### config.mk
export PLATFORM = sky130hd
export DESIGN_NAME = mem_access
export DESIGN_NICKNAME = d
export VERILOG_FILES = /design/src/rtl/core_pkg.sv /design/src/rtl/branch_resolve.sv /design/src/rtl/mem_access.sv
export SDC_FILE = /design/constraint.sdc
export NUM_CORES = 1
export LEC_CHECK = 0
export ABC_AREA = 1
export ABC_CLOCK_PERIOD_IN_PS = 1900
export BUFFER_PORTS_ARGS = -buffer_cell sky130_fd_sc_hd__buf_2
export CORE_MARGIN = 2
export CORE_UTILIZATION = 47
export CTS_BUF_LIST = sky130_fd_sc_hd__clkbuf_16
export DETAILED_ROUTE_END_ITERATION = 16
export GPL_TIMING_DRIVEN = 0
export HOLD_SLACK_MARGIN = 0.12
export PLACE_DENSITY = 0.8
export SLEW_MARGIN = 20
export SYNTH_ARGS = -nofsm -noshare
export SYNTH_HDL_FRONTEND = slang
export SYNTH_SLANG_ARGS = --single-unit
### constraint.sdc
create_clock -name CLK -period 1.9 [get_ports CLK]
set_input_delay 0.38 -clock CLK [delete_from_list [all_inputs] [get_ports CLK]]
set_output_delay 0.38 -clock CLK [all_outputs]
set_load 0.05 [all_outputs]
### src/rtl/core_pkg.sv
// Shared types for the memory-access stage: FSM states, branch and
// writeback-source codes, and the latched control bundle.
package core_pkg;

    typedef enum logic [2:0] {
        ST_IDLE,
        ST_STORE,
        ST_LOAD_WAIT,
        ST_UART_WAIT,
        ST_DONE
    } state_t;

    typedef enum logic [1:0] {
        BR_COND = 2'b00,
        BR_J    = 2'b01,
        BR_JR   = 2'b10,
        BR_NONE = 2'b11
    } branch_t;

    typedef enum logic [1:0] {
        WB_RESULT = 2'b00,
        WB_MEM    = 2'b01,
        WB_LINK   = 2'b10,
        WB_ALT    = 2'b11
    } wb_src_t;

    typedef enum logic [1:0] {
        OP_ALU,
        OP_STORE,
        OP_LOAD,
        OP_UART
    } op_t;

    typedef struct packed {
        logic    aorf;
        logic    reg_write;
        wb_src_t mem_to_reg;
        branch_t branch;
        op_t     op;
    } ctrl_t;

    // UART read wins over store, store wins over load
    function automatic op_t op_select(
        input logic uart,
        input logic mem_write,
        input logic mem_read
    );
        if (uart)
            return OP_UART;
        else if (mem_write)
            return OP_STORE;
        else if (mem_read)
            return OP_LOAD;
        else
            return OP_ALU;
    endfunction

endpackage

### src/rtl/branch_resolve.sv
// Combinational branch/jump resolution for the memory-access stage.
// Produces the redirect decision and target pc.
module branch_resolve
    import core_pkg::*;
#(
    parameter int INST_MEM_WIDTH = 5
) (
    input  branch_t                   branch,
    input  logic [31:0]               result,
    input  logic [INST_MEM_WIDTH-1:0] pc2,
    input  logic [INST_MEM_WIDTH-1:0] inst_index,
    output logic                      taken,
    output logic [INST_MEM_WIDTH-1:0] target
);

    logic unused_hi;
    assign unused_hi = ^result[31:INST_MEM_WIDTH];

    always_comb begin
        taken  = 1'b0;
        target = '0;
        unique case (branch)
            BR_COND: begin
                taken  = result[0];
                target = pc2;
            end
            BR_J: begin
                taken  = 1'b1;
                target = inst_index;
            end
            BR_JR: begin
                taken  = 1'b1;
                target = result[INST_MEM_WIDTH-1:0];
            end
            default: begin
                taken  = 1'b0;
                target = '0;
            end
        endcase
    end

endmodule

### src/rtl/mem_access.sv
// Memory-access stage: data-memory load/store, UART receive read,
// branch resolution and a single writeback beat per instruction.
module mem_access
    import core_pkg::*;
#(
    parameter int INST_MEM_WIDTH = 5,
    parameter int DATA_MEM_WIDTH = 10,
    parameter int DMEM_LATENCY   = 2
) (
    input  logic                      CLK,
    input  logic                      reset,
    input  logic                      distinct,
    input  logic                      valid,
    input  logic                      AorF,
    input  logic                      RegWrite,
    input  logic [1:0]                MemtoReg,
    input  logic [1:0]                Branch,
    input  logic                      MemWrite,
    input  logic                      MemRead,
    input  logic                      UARTtoReg,
    input  logic [31:0]               register_data,
    input  logic [31:0]               result,
    input  logic [4:0]                rdist,
    input  logic [25:0]               inst_index,
    input  logic [INST_MEM_WIDTH-1:0] pc1,
    input  logic [INST_MEM_WIDTH-1:0] pc2,
    output logic                      dmem_en,
    output logic                      dmem_we,
    output logic [DATA_MEM_WIDTH-1:0] dmem_addr,
    output logic [31:0]               dmem_wdata,
    input  logic [31:0]               dmem_rdata,
    input  logic                      uart_rvalid,
    input  logic [7:0]                uart_rdata,
    output logic                      uart_rready,
    output logic                      busy,
    output logic                      wb_valid,
    output logic                      wb_RegWrite,
    output logic                      wb_AorF,
    output logic [4:0]                wb_rdist,
    output logic [31:0]               wb_data,
    output logic                      branch_taken,
    output logic [INST_MEM_WIDTH-1:0] branch_target
);

    localparam int CW = $clog2(DMEM_LATENCY + 1);
    localparam logic [CW-1:0] CNT_LAST = CW'(DMEM_LATENCY);

    state_t                    state_q;
    state_t                    state_d;
    ctrl_t                     ctrl_q;
    logic [31:0]               result_q;
    logic [31:0]               store_q;
    logic [31:0]               rdata_q;
    logic [4:0]                rdist_q;
    logic [INST_MEM_WIDTH-1:0] pc1_q;
    logic [INST_MEM_WIDTH-1:0] pc2_q;
    logic [INST_MEM_WIDTH-1:0] jidx_q;
    logic [CW-1:0]             cnt_q;
    logic                      accept;
    logic                      done;
    logic                      taken;
    logic [INST_MEM_WIDTH-1:0] target;
    logic                      unused_idx;

    assign unused_idx = ^inst_index[25:INST_MEM_WIDTH];

    assign accept = distinct && valid && (state_q == ST_IDLE);
    assign done   = (state_q == ST_DONE);

    always_ff @(posedge CLK) begin
        if (reset) begin
            state_q  <= ST_IDLE;
            ctrl_q   <= '0;
            result_q <= '0;
            store_q  <= '0;
            rdata_q  <= '0;
            rdist_q  <= '0;
            pc1_q    <= '0;
            pc2_q    <= '0;
            jidx_q   <= '0;
            cnt_q    <= '0;
        end else begin
            state_q <= state_d;
            if (accept) begin
                ctrl_q.aorf       <= AorF;
                ctrl_q.reg_write  <= RegWrite;
                ctrl_q.mem_to_reg <= wb_src_t'(MemtoReg);
                ctrl_q.branch     <= branch_t'(Branch);
                ctrl_q.op         <= op_select(UARTtoReg, MemWrite, MemRead);
                result_q <= result;
                store_q  <= register_data;
                rdist_q  <= rdist;
                pc1_q    <= pc1;
                pc2_q    <= pc2;
                jidx_q   <= inst_index[INST_MEM_WIDTH-1:0];
                cnt_q    <= '0;
            end
            // cnt_q == 0 is the issue cycle; data lands DMEM_LATENCY later
            if (state_q == ST_LOAD_WAIT) begin
                cnt_q <= cnt_q + 1'b1;
                if (cnt_q == CNT_LAST)
                    rdata_q <= dmem_rdata;
            end
            if (state_q == ST_UART_WAIT && uart_rvalid)
                rdata_q <= {24'b0, uart_rdata};
        end
    end

    always_comb begin
        state_d     = state_q;
        dmem_en     = 1'b0;
        dmem_we     = 1'b0;
        uart_rready = 1'b0;
        unique case (state_q)
            ST_IDLE: begin
                if (accept) begin
                    unique case (op_select(UARTtoReg, MemWrite, MemRead))
                        OP_UART:  state_d = ST_UART_WAIT;
                        OP_STORE: state_d = ST_STORE;
                        OP_LOAD:  state_d = ST_LOAD_WAIT;
                        default:  state_d = ST_DONE;
                    endcase
                end
            end
            ST_STORE: begin
                dmem_en = 1'b1;
                dmem_we = 1'b1;
                state_d = ST_DONE;
            end
            ST_LOAD_WAIT: begin
                dmem_en = (cnt_q == '0);
                if (cnt_q == CNT_LAST)
                    state_d = ST_DONE;
            end
            ST_UART_WAIT: begin
                uart_rready = 1'b1;
                if (uart_rvalid)
                    state_d = ST_DONE;
            end
            ST_DONE: state_d = ST_IDLE;
            default: state_d = ST_IDLE;
        endcase
    end

    branch_resolve #(
        .INST_MEM_WIDTH(INST_MEM_WIDTH)
    ) u_branch (
        .branch    (ctrl_q.branch),
        .result    (result_q),
        .pc2       (pc2_q),
        .inst_index(jidx_q),
        .taken     (taken),
        .target    (target)
    );

    always_comb begin
        wb_data = '0;
        if (done) begin
            if (ctrl_q.op == OP_UART) begin
                wb_data = rdata_q;
            end else begin
                unique case (ctrl_q.mem_to_reg)
                    WB_MEM:  wb_data = rdata_q;
                    WB_LINK: wb_data = {{(32-INST_MEM_WIDTH){1'b0}}, pc1_q};
                    default: wb_data = result_q;
                endcase
            end
        end
    end

    assign busy          = (state_q != ST_IDLE);
    assign wb_valid      = done;
    assign wb_RegWrite   = done && ctrl_q.reg_write;
    assign wb_AorF       = done && ctrl_q.aorf;
    assign wb_rdist      = done ? rdist_q : 5'd0;
    assign branch_taken  = done && taken;
    assign branch_target = (done && taken) ? target : '0;
    assign dmem_addr     = result_q[DATA_MEM_WIDTH-1:0];
    assign dmem_wdata    = store_q;

endmodule
==> flow_metrics.env, run 1 <==
export IMPL_diodes=0
export IMPL_min_period_over_period_pct=121
export IMPL_crit_path_start="ctrl_q[4]$_SDFFE_PP0P_"
export IMPL_met2_length_mm=9.80
export IMPL_ir_drop_mv=0.770
export IMPL_viasPerCell=5.20
export IMPL_reg2reg_from="state_q[1]$_SDFFE_PP0P_"
export IMPL_crit_path_start_kind="flip-flop"
export IMPL_syn_area_per_cell_um2=7.00
export IMPL_dp_hpwl_mm=13.1
export IMPL_synth_cell_area_um2=5620
export IMPL_cts_htree_levels=4
export IMPL_slew_violations=0
export IMPL_overflow=0
export IMPL_cts_hold_fix_buffers=0
export IMPL_floorplan_rows=39
export IMPL_gp_congestion=0.804
export IMPL_wl_mm=19.6
export IMPL_min_from="AorF"
export IMPL_port_buffer_count=229
export IMPL_crit_slowest_cell="dfxtp_2"
export IMPL_violations="negative setup slack"
export IMPL_antenna_found_initial=0
export IMPL_syn_inst=803
export IMPL_ys_ff_latch=129
export IMPL_max_stage_delay_ps=330
export IMPL_yosysWarnings=0
export IMPL_drt_met1_wl_mm=8.11
export IMPL_max_freq_ghz=0.436
export IMPL_end_kind="output port"
export IMPL_p_leak_nw=4.02
export IMPL_cts_tree="built"
export IMPL_die_w_um=113
export IMPL_antenna_left=0
export IMPL_drc=0
export IMPL_yosys_area_top_type="dfxtp_1"
export IMPL_layout_nets=1236
export IMPL_status="finished, violations left"
export IMPL_clkLatencyLatePin_ps=410
export IMPL_synth_cell_types=29
export IMPL_crit_family="buffers and inverters"
export IMPL_critPathKind="reg2out"
export IMPL_setup_viol=38
export IMPL_cp_arrival_ps=1910
export IMPL_drive_above_1_share_pct=39.5
export IMPL_clockBufferDepth=2
export IMPL_numCtsBuffers=17
export IMPL_cap_violations=0
export IMPL_vias=6334
export IMPL_hold_viol=0
export IMPL_relSlewSlack_pct=61.2
export IMPL_path_buf_inv=5
export IMPL_met3_length_mm=1.33
export IMPL_rsz0062_at_grt="yes"
export IMPL_start_util_pct=48.6
export IMPL_drt_iter0_drc=466
export IMPL_wire_per_inst_um=16.1
export IMPL_fin_util_pct=75.9
export IMPL_synth_top_area_share_pct=45.9
export IMPL_crit_chain="inv_2 > ha_4 > inv_4 > a21oi_4 > buf_12 > buf_12 > nand2_4 > a21oi_4 > buf_8"
export IMPL_period_needed_ps=2290
export IMPL_area_delta_synth_final_pct=56.0
export IMPL_skew_ps=8.41
export IMPL_grt_pass1_vias=6160
export IMPL_die_h_um=113
export IMPL_io_pins=251
export IMPL_cts_root_buf="clkbuf_16"
export IMPL_worst_slew_pin_transition_ps=582
export IMPL_fin_total_pwr_mw=7.40
export IMPL_coreArea_um2=11600
export IMPL_hold_class="in2reg"
export IMPL_cellPowerDensity_nw_per_um2=843
export IMPL_grt_max_degree=17
export IMPL_grt_util_all_layers_pct=29.6
export IMPL_syn_nets=970
export IMPL_worst_slack_ps=-392
export IMPL_clkTransAtPathRegs_ps=50
export IMPL_synth_area_leaders="dfxtp_1, nor2_1, nand2_1"
export IMPL_clock_sinks=129
export IMPL_dr_pass1_iters=7
export IMPL_dieArea_um2=12900
export IMPL_synth_seq_area_share_pct=45.9
export IMPL_grt_pass1_wl_mm=29.9
export IMPL_worstPathMaxFanout=6
export IMPL_highest_layer="met4"
export IMPL_required_ps=1520
-- worst reg2reg max path, stage by stage, from the launching register on --
cell and delay [ps]:
dfxtp_4 350, nor2_4 130, buf_4 120, buf_4 110, nand4_2 180, buf_2 280, buf_2 240, nor2_1 140
nor2_1 70
-- placed cells by master (no fill, tap or decap), types with 2 or more instances in the layout --
master	count
ha_4	2
nand3b_1	8
a21oi_4	32
o211ai_1	5
nor2_2	6
buf_4	31
o21ai_1	21
clkbuf_16	21
dfxtp_4	2
o21ai_0	89
nand2_1	82
a31oi_4	3
buf_6	42
buf_2	195
nand2_2	25
ha_2	2
dfxtp_2	5
a21o_1	2
clkbuf_8	2
inv_2	7
dfxtp_1	122
nor2_1	248
inv_1	25
clkinv_1	3
nand4_1	4
nor2_4	6
buf_12	3
clkbuf_1	17
nand2_4	18
buf_8	12
ha_1	4
nand3_1	3
a21oi_1	15
a31oi_1	2
-- area by class of cell --
type / count / area, um^2
flip-flops and latches: 129 / 2600
plain buffers: 59 / 445
clock buffers: 17 / 425
multi-input cells: 582 / 3270
well taps: 143 / 179
clock inverters: 7 / 53.8
inverters: 32 / 128
fillers: 864 / 2790
repair buffers: 248 / 1680
-- final timing paths --
path	slack (ps)	cells after the start	to
worst max-delay path	-390	9	wb_data[7]
worst min-delay path	190	3	ctrl_q[7]$_SDFFE_PP0P_
worst max register to register	170	8	result_q[21]$_SDFFE_PP0P_
worst min register to register	470	2	rdata_q[22]$_SDFFE_PP0P_
-- cell usage after synthesis --
| cell | number |
|---|---|
| nor2_1 | 257 |
| dfxtp_1 | 129 |
| nand2_1 | 124 |
| o21ai_0 | 89 |
| a21oi_1 | 47 |
| inv_1 | 28 |
| clkbuf_1 | 23 |
| o21ai_1 | 21 |
| buf_4 | 16 |
| buf_2 | 14 |
| ha_1 | 8 |
| nand3b_1 | 8 |
| a31oi_1 | 5 |
| o211ai_1 | 5 |
| nand4_1 | 4 |
| buf_1 | 3 |
| buf_6 | 3 |
| inv_2 | 3 |
| nand3_1 | 3 |
| a21o_1 | 2 |
| nand2_2 | 2 |
| nor2_4 | 2 |
| a21oi_2 | 1 |
| buf_8 | 1 |
| clkinv_4 | 1 |
| nand3_2 | 1 |
| nand4_2 | 1 |
| nor2_2 | 1 |
| nor3_1 | 1 |
-- power breakdown --
| part | switching [mW] | leakage [nW] | internal, mW | total [mW] |
|---|---|---|---|---|
| Clock | 1.06 | 0.243 | 1.70 | 2.77 |
| Sequential | 0.132 | 1.06 | 2.89 | 3.02 |
| Combinational | 1.03 | 2.72 | 0.579 | 1.61 |
-- metrics by stage --
| stage | setup WS [ps] | instance area, um^2 | hold WS [ps] | std cells | TNS, ps |
|---|---|---|---|---|---|
| floorplan | -158 | 6020 | 426 | 803 | -1710 |
| global placement | -413 | 7350 | 448 | 1175 | -11950 |
| detailed placement | -441 | 7350 | 451 | 1175 | -12050 |
| CTS | -398 | 8550 | 176 | 1214 | -12350 |
| global route | -447 | 8770 | 179 | 1217 | -14690 |
| finish | -392 | 8770 | 188 | 1217 | -12360 |
-- sequential cells by signal, indices dropped and copies added (netlist names) --
signal	cells
pc2_q	5
state_q	3
rdata_q	32
cnt_q	2
dmem_wdata	32
jidx_q	5
pc1_q	5
result_q	32
rdist_q	5
ctrl_q	8
-- per-layer routing --
metal / vias to the layer above / track usage (%)
li1: 3082 / -
met1: 2953 / 35.0
met3: 34 / 8.78
met5: - / 0
met4: 0 / 8.70
met2: 265 / 52.1
-- cell families after synthesis --
kind of cell	count (synthesis)	synth area share, %
buffers and inverters	92	8.21
AND/OR/NAND/NOR	404	28.4
adder cells (fa/ha/maj)	8	1.78
AO/OA/AOI/OAI	170	15.6
flip-flops	129	45.9
-- what timing repair did --
action	in CTS	in global routing
cloned	5	0
setup endpoints to repair	47	47
pin swaps	23	11
resized for setup	184	54
setup buffers	10	4
endpoints found under the hold margin	0	0
(Power assumes the default switching activity.)
==> run 2, diff against run 1 <==
- CORE_MARGIN: 2 -> 5
- CORE_UTILIZATION: 47 -> 48
- PLACE_DENSITY: 0.8 -> 0.81
- SYNTH_HIERARCHICAL: unset -> 1
==> run 2 against run 1 <==
Effect of this change: the run still ends with negative setup slack left; non-clock buffer count is 1 higher; worst setup slack worse by 29 ps; clock power is 21% higher; via count is 1.5% higher; clock skew is 1.8 ps lower; sequential power hardly changed; sequential share of layout area is 1.5 points lower.
==> flow_metrics.env, run 2 <==
export IMPL_ys_top_cells_by_count="nor2_1, dfxtp_1, nand2_1"
export IMPL_cts_root_buf="clkbuf_16"
export IMPL_min_from="rdist[1]"
export IMPL_final_cell_mix="nor2_1, buf_2, dfxtp_1, o21ai_0, nand2_1"
export IMPL_fin_total_pwr_mw=8.11
export IMPL_floorplan_rows=40
export IMPL_slew_violations=0
export IMPL_synth_main_ff_cell="dfxtp_1"
export IMPL_cellPowerDensity_nw_per_um2=875
export IMPL_wire_per_inst_um=16.5
export IMPL_hold_viol=0
export IMPL_antenna_left=0
export IMPL_grt_util_all_layers_pct=27.5
export IMPL_viasPerCell=5.15
export IMPL_overflow=0
export IMPL_cts_htree_levels=4
export IMPL_gp_congestion=0.879
export IMPL_clockBufferDepth=2
export IMPL_setup_viol=45
export IMPL_cts_tree="built"
export IMPL_fillers=788
export IMPL_numCtsBuffers=17
export IMPL_start_util_pct=48.5
export IMPL_crit_path_start="ctrl_q[4]$_SDFFE_PP0P_"
export IMPL_worstPathMaxFanout=6
export IMPL_area_delta_synth_final_pct=60.4
export IMPL_dp_hpwl_mm=13.5
export IMPL_yosys_area_top_type="dfxtp_1"
export IMPL_synth_top_area_share_pct=44.7
export IMPL_synth_seq_area_share_pct=44.7
export IMPL_coreArea_um2=11900
export IMPL_min_path_cells=3
export IMPL_required_ps=1520
export IMPL_antenna_found_initial=0
export IMPL_skew_ps=6.58
export IMPL_synth_cell_types=30
export IMPL_relSlewSlack_pct=53.1
export IMPL_cap_violations=0
export IMPL_synth_cell_area_um2=5780
export IMPL_period_needed_ps=2320
export IMPL_placed_area_um2=7570
export IMPL_io_pins=251
export IMPL_port_buffer_count=229
export IMPL_rrSetupSlack_ps=220
export IMPL_wl_mm=20.6
export IMPL_grt_pass1_wl_mm=31.1
export IMPL_die_h_um=120
export IMPL_hold_ws_ps=178
export IMPL_hold_end="rdist_q[1]$_SDFFE_PP0P_"
export IMPL_worst_slack_ps=-421
export IMPL_worst_slew_pin_transition_ps=703
export IMPL_synth_edff_count=0
export IMPL_drc=0
export IMPL_post_place_ws_ps=-417
export IMPL_hold_class="in2reg"
export IMPL_synth_area_leaders="dfxtp_1, nor2_1, o21ai_0"
export IMPL_final_common_cell="nor2_1"
export IMPL_grt_max_degree=17
export IMPL_drive_above_1_share_pct=40.6
export IMPL_cts_hold_fix_buffers=0
export IMPL_seq_area_um2=2600
export IMPL_clock_sinks=129
export IMPL_critPathKind="reg2out"
export IMPL_rsz0062_at_grt="yes"
export IMPL_finalInstanceArea_um2=9260
export IMPL_rr_endpoint="ctrl_q[6]$_SDFFE_PP0P_"
export IMPL_min_period_over_period_pct=122
export IMPL_layout_nets=1255
export IMPL_ys_ff_latch=129
export IMPL_async_flop_share_pct=0
export IMPL_p_leak_nw=4.27
export IMPL_dieArea_um2=14300
export IMPL_syn_nets=987
export IMPL_syn_area_per_cell_um2=7.04
export IMPL_crit_path_start_kind="flip-flop"
export IMPL_max_freq_ghz=0.431
export IMPL_end_kind="output port"
export IMPL_grt_pass1_vias=6330
export IMPL_violations="negative setup slack"
export IMPL_die_w_um=120
export IMPL_ir_drop_mv=0.716
export IMPL_yosysMostFrequentCell="nor2_1"
export IMPL_syn_inst=820
export IMPL_clkTransAtPathRegs_ps=60
export IMPL_clkLatencyLatePin_ps=420
export IMPL_dr_pass1_iters=5
export IMPL_multiInputGateArea_um2=3420
export IMPL_vias=6432
export IMPL_yosysWarnings=6
export IMPL_status="finished, violations left"
export IMPL_r2r_cells=8
export IMPL_drt_iter0_drc=582
export IMPL_cp_arrival_ps=1940
export IMPL_reg2reg_from="state_q[0]$_SDFFE_PP0P_"
## run 2: area by class of cell
type	instances	area share [%]
antenna	1	0.0270
buffer	57	5.28
clock buffer	17	4.59
clock inverter	14	1.88
inverter	40	1.78
multi-input combinational	592	37.0
sequential	129	28.1
tap	147	1.99
timing repair buffer	251	19.4
## run 2: worst max-delay path, cell delays in order (launching register included)
cell and delay, ps:
dfxtp_2 330, inv_2 50, ha_4 260, inv_4 40, a21oi_4 130, buf_12 150, clkbuf_16 170, nand2_4 60
a21oi_4 140, buf_6 180
## run 2: worst max-delay path by stage
| stage | endpoint | slack [ps] | cells past startpoint |
|---|---|---|---|
| 2_1_floorplan | wb_data[18] | -90 | 7 |
| 3_3_place_gp | wb_data[14] | -380 | 8 |
| 3_5_place_dp | wb_data[30] | -420 | 8 |
| 4_1_cts | wb_data[16] | -420 | 9 |
| 5_1_grt | wb_data[24] | -470 | 10 |
| 6_report | wb_data[15] | -420 | 9 |
## run 2: cell families after synthesis
| kind of cell | share of synthesized area, % |
|---|---|
| AND/OR/NAND/NOR | 29.2 |
| adder cells (fa/ha/maj) | 1.73 |
| flip-flops | 44.7 |
| buffers and inverters | 9.71 |
| AO/OA/AOI/OAI | 14.6 |
## run 2: what timing repair did
action | CTS | global route
pin swaps | 14 | 33
endpoints found under the setup margin | 47 | 47
cloned | 5 | 1
resized for setup | 184 | 69
setup buffers | 13 | 4
## run 2: layer usage
layer / track usage, % / up-vias / share of wire [%] / wire length [um]
met3: 9.47 / 61 / 8.6 / 1780
met5: 0 / - / 0 / 0
met4: 11.5 / 0 / 3.3 / 673
li1: - / 3134 / - / -
met2: 46.9 / 309 / 50 / 10300
met1: 31.3 / 2928 / 38 / 7870
## run 2: power breakdown
part / switching [mW] / total (mW) / internal, mW
clock network: 1.18 / 3.34 / 2.16
registers: 0.136 / 3.02 / 2.88
logic: 1.09 / 1.75 / 0.653
## run 2: stage by stage
| stage | util, % | instances | setup TNS (ps) |
|---|---|---|---|
| floorplan | - | 820 | -2510 |
| global placement | 63.6 | 1196 | -9720 |
| detailed placement | 63.6 | 1196 | -10730 |
| CTS | 75.5 | 1245 | -13410 |
| global route | 77.7 | 1247 | -15780 |
| finish | 77.8 | 1248 | -12930 |
